File: src/rtl/sync_fifo_ctrl.sv
// rtl/sync_fifo_ctrl.sv - FWFT FIFO controller driving an external registered-output dual-port RAM
module sync_fifo_ctrl #(
    parameter int ADDR_WIDTH  = 4,
    parameter int DATA_WIDTH  = 32,
    parameter int AFULL_LEVEL = (1 << ADDR_WIDTH) - 1
) (
    input  logic                  clk,
    input  logic                  rst,
    input  logic                  wr_en,
    input  logic [DATA_WIDTH-1:0] wr_data,
    output logic                  full,
    output logic                  almost_full,
    input  logic                  rd_en,
    output logic [DATA_WIDTH-1:0] rd_data,
    output logic                  empty,
    output logic [ADDR_WIDTH:0]   count,
    output logic                  overflow,
    output logic                  underflow,
    output logic                  ram_we,
    output logic [ADDR_WIDTH-1:0] ram_waddr,
    output logic [DATA_WIDTH-1:0] ram_din,
    output logic                  ram_re,
    output logic [ADDR_WIDTH-1:0] ram_raddr,
    input  logic [DATA_WIDTH-1:0] ram_dout
);

    localparam logic [ADDR_WIDTH:0]   DEPTH_V = {1'b1, {ADDR_WIDTH{1'b0}}};
    localparam logic [ADDR_WIDTH:0]   PTR_ONE = {{ADDR_WIDTH{1'b0}}, 1'b1};
    localparam logic [ADDR_WIDTH+1:0] AFULL_V = (ADDR_WIDTH+2)'(AFULL_LEVEL);

    logic [ADDR_WIDTH:0] r_wptr;
    logic [ADDR_WIDTH:0] r_rptr;
    logic                r_head_valid;
    logic                r_overflow;
    logic                r_underflow;

    logic [ADDR_WIDTH:0] w_ram_cnt;
    logic [ADDR_WIDTH:0] w_count;
    logic                w_full;
    logic                w_push;
    logic                w_pop;
    logic                w_ram_re;

    // Extra pointer MSB disambiguates full (DEPTH) from empty (0).
    assign w_ram_cnt = r_wptr - r_rptr;
    assign w_full    = (w_ram_cnt == DEPTH_V);
    assign w_push    = wr_en & ~w_full;
    assign w_pop     = rd_en & r_head_valid;
    // Refill the RAM output register whenever the head slot is free or being vacated.
    assign w_ram_re  = ~rst & (w_ram_cnt != '0) & (~r_head_valid | w_pop);
    assign w_count   = w_ram_cnt + {{ADDR_WIDTH{1'b0}}, r_head_valid};

    assign full        = w_full;
    assign empty       = ~r_head_valid;
    assign count       = w_count;
    assign almost_full = ({1'b0, w_count} >= AFULL_V);
    assign overflow    = r_overflow;
    assign underflow   = r_underflow;
    assign rd_data     = ram_dout;

    assign ram_we    = w_push & ~rst;
    assign ram_waddr = r_wptr[ADDR_WIDTH-1:0];
    assign ram_din   = wr_data;
    assign ram_re    = w_ram_re;
    assign ram_raddr = r_rptr[ADDR_WIDTH-1:0];

    always_ff @(posedge clk) begin
        if (rst) begin
            r_wptr       <= '0;
            r_rptr       <= '0;
            r_head_valid <= 1'b0;
            r_overflow   <= 1'b0;
            r_underflow  <= 1'b0;
        end else begin
            if (w_push) begin
                r_wptr <= r_wptr + PTR_ONE;
            end
            if (w_ram_re) begin
                r_rptr <= r_rptr + PTR_ONE;
            end
            if (w_ram_re) begin
                r_head_valid <= 1'b1;
            end else if (w_pop) begin
                r_head_valid <= 1'b0;
            end
            if (wr_en & w_full) begin
                r_overflow <= 1'b1;
            end
            if (rd_en & ~r_head_valid) begin
                r_underflow <= 1'b1;
            end
        end
    end

endmodule

File: config.mk
export PLATFORM = sky130hd
export DESIGN_NAME = sync_fifo_ctrl
export DESIGN_NICKNAME = d
export VERILOG_FILES = /design/src/rtl/sync_fifo_ctrl.sv
export SDC_FILE = /design/constraint.sdc
export NUM_CORES = 1
export LEC_CHECK = 0
export ABC_AREA = 1
export BUFFER_PORTS_ARGS = -buffer_cell sky130_fd_sc_hd__buf_2
export CORE_AREA = 3 3 69 71
export DETAILED_ROUTE_END_ITERATION = 12
export DIE_AREA = 0 0 72 74
export GPL_ROUTABILITY_DRIVEN = 0
export PLACE_DENSITY = 0.79
export SETUP_SLACK_MARGIN = 0.05
export SYNTH_ARGS = -nofsm -noshare
export SYNTH_HDL_FRONTEND = slang
export SYNTH_SLANG_ARGS = --single-unit
File: constraint.sdc
create_clock -name clk -period 2.9 [get_ports clk]
set_clock_uncertainty 0.05 [all_clocks]
set_input_delay 0.435 -clock clk [delete_from_list [all_inputs] [get_ports clk]]
set_output_delay 0.435 -clock clk [all_outputs]
set_load 0.02 [all_outputs]
==> metrics.md <==
| Metric | Value |
|---|---|
| Synth warn | `0` |
| CTS tree | `yes` |
| Sequential cell area | `about 260 sq um` |
| IO Pins | `between 150 and 200` |
| DR WL/cell | `around 12 microns` |
| Die H | `74 microns` |
| Post-synthesis compound-gate area fraction | `4.29%` |
| Netlist cell types | `21` |
| GR Overflow Total | `0` |
| Routed WL | `approximately 2500 microns` |
| TritonCTS sink count | `13` |
| Antenna diode count | `0` |
| DP Area | `between 0.001 and 0.0015 sq mm` |
| Gate power share | `69.6%` |
| Mean Syn Cell Area | `7.41 sq um` |
| I/O Buffers | `23` |
| Layout Cells excl Fill | `210` |
| Max-slew headroom | `between 70% and 80%` |
| First-pass GRT wire length | `about 4200 microns` |
| Synth Register Bits | `13` |
| TritonRoute pass-1 iters | `4` |
| Leakage | `between 0.5 and 0.6 nW` |
| Root buf cell | `clkbuf_8` |
| Largest net degree at the start of global routing | `15` |
| GR Util All Layers | `9.80%` |
| Mux cell area share after synthesis | `0%` |
| Full die area | `between 0.005 and 0.006 sq mm` |
| Sw Ratio | `between 50% and 60%` |
| Final setup viols | `0` |
| Peak supply drop | `roughly 0.44 mV` |
| Max_cap viols | `0` |
| Vias/cell | `4.63` |
| Post-DRT Antenna Nets | `0` |
| Synthesized area | `about 0.0015 sq mm` |
| XOR/XNOR Fraction of Synth Area | `between 6 and 7%` |
| Placed insts | `just over 200` |
| Register area share after synthesis | `17.5%` |
| Clk pwr share | `between 10 and 15%` |
| Cells after Synth | `201` |
| Fillers | `around 480` |
| Clk buf depth | `2` |
| Finished Cell Area | `0.00120 sq mm` |
| Final Max Tran Viols | `0` |
| Main combinational cell family by area after synthesis | `buffers and inverters` |
| Fmax | `between 300 and 400 MHz` |
| Proportion of layout cells with a drive suffix above 1 | `27.8%` |
| NumNets Final | `236` |
| Final Hold Viols | `0` |
| Arrival @ worst endpoint | `between 2000 and 2500 ps` |
| Worst skew pair latency | `between 200 and 250 ps` |
| Sw power | `between 0.6 and 0.7 mW` |
| Maximum fanout along the worst path | `7` |
| CTS Buf Count | `3` |
| Reg clk slew, reported paths | `50 ps` |
| Die Wd | `about 72 microns` |
| Clock H-tree levels | `1` |
| PwrDens | `1090 mW/mm^2` |
| Setup tns final | `0 ps` |
| Part of the power in registers | `around 18%` |
| Total number of vias | `~970` |
| Slew @ Worst Pin | `roughly 400 ps` |
| # DRC | `0` |
| FP Rows | `24` |
| Post-DP HPWL | `2060 microns` |
| Multi-input gate area | `622 sq um` |
| Syn Nets | `between 200 and 300` |
| Min Tclk post-route | `about 2800 ps` |
| Simple-Gate Fraction of Synth Area | `roughly 23%` |
| Initial DRC Count | `23` |
| Core area | `~0.0043 sq mm` |
| Vias in the first global route | `961` |
| Syn-to-layout area delta | `-19.3%` |
| Internal | `0.625 mW` |
| CTS Hold Buffers Added | `0` |
| Post-synthesis adder-cell area fraction | `approximately 8.1%` |
| Final period utilization | `a little over nine tenths` |
| Starting Density | `between 30% and 40%` |
| Critical path type | `register to output pin` |
| CP required | `2410 ps` |
| RSZ-0062 raised after global routing | `yes` |
| Min-delay worst type | `input port to register` |
| Worst setup SP type | `register` |
| Worst Setup End Kind | `output pin` |
| Outcome | `finished clean` |
| Antenna violations before repair | `0` |
layout by cell type (no fill, tap or decap), types with 2 or more instances in the layout:
cell type  instances
clkbuf_8           3
ha_1               8
nand3_4            2
nand3_1           20
buf_4              3
nor2_2             2
nand2_1           27
a21oi_1           11
inv_1             16
nor2_1             9
buf_2             23
xor2_1             7
nand2_4            3
dfxtp_1           12
xnor2_1            2
power groups by stage:
| stage | Clock [mW] | Combinational [mW] | Sequential, mW |
|---|---|---|---|
| 6_report | 0.160 | 0.913 | 0.239 |
| 5_1_grt | 0.171 | 1.01 | 0.243 |
| 2_1_floorplan | 0 | 0.806 | 0.246 |
| 3_3_place_gp | 0 | 0.865 | 0.240 |
| 4_1_cts | 0.164 | 0.901 | 0.239 |
| 3_5_place_dp | 0 | 0.881 | 0.242 |
critical path: stages (launching register included):
cell and delay [ps]:
dfxtp_2 360, inv_1 70, ha_1 190, inv_1 80
fa_2 450, or2_1 280, nor2_4 160, nand3_4 140
nand2_4 110, nor2_1 40, buf_2 160
layout make-up:
class / count / area share, %
Tap cell: 52 / 5.42
Sequential cell: 13 / 21.8
Multi-Input combinational cell: 97 / 51.8
Timing Repair Buffer: 26 / 11.5
Clock buffer: 4 / 3.75
Inverter: 18 / 5.83
layer usage:
metal | GRT usage [%] | wire length [microns] | up-vias
met5 | 0 | 0 | -
met2 | 16.3 | 1160 | 43
li1 | - | - | 474
met3 | 2.43 | 224 | 17
met4 | 7.10 | 72 | 0
met1 | 10.9 | 1070 | 439
timing repair:
| item | 4_1_cts | 5_1_grt |
|---|---|---|
| endpoints found under the hold margin | 0 | 0 |
| resized for setup | 1 | 2 |
| setup buffers | 0 | 1 |
| pin swaps | 0 | 2 |
| setup endpoints to repair | 2 | 4 |
logic make-up after synthesis:
kind of cell | Yosys count
AO/OA/AOI/OAI | 12
XOR/XNOR | 10
adder cells (fa/ha/maj) | 9
buffers and inverters | 91
flip-flops | 13
AND/OR/NAND/NOR | 66
final timing paths:
path | slack [ps] | cells after the start | from | end
min reg2reg | 420 | 2 | overflow$_SDFFE_PP0P_ | overflow$_SDFFE_PP0P_
max | 130 | 10 | r_wptr[0]$_SDFFE_PP0P_ | ram_we
max reg2reg | 760 | 10 | r_wptr[0]$_SDFFE_PP0P_ | r_wptr[3]$_SDFFE_PP0P_
min | 400 | 3 | rd_en | underflow$_SDFFE_PP0P_
metrics by stage:
step	power (mW)	setup WS, ps	hold slack (ps)	util (%)
finish	1.31	133	399	28.0
global placement	1.11	327	397	26.5
detailed placement	1.12	278	407	26.5
global route	1.43	29.5	427	28.0
CTS	1.30	52.3	397	27.7
floorplan	1.05	505	409	-
synth_stat cells (all sizes together):
cell	n	area [sq um]
nor2	12	52.6
nand2	31	141
dfxtp	13	260
inv	18	70.1
or2	1	6.26
xor2	8	77.6
ha	8	100
a21oi	12	63.8
clkbuf	1	3.75
nand3	22	135
xnor2	2	17.5
buf	72	541
fa	1	20.0
state kept, by name (all words and copies together), names as in the netlist:
register	count
r_head_valid	1
underflow	1
r_wptr	5
overflow	1
r_rptr	5
Power figures use the tool's default switching activity.
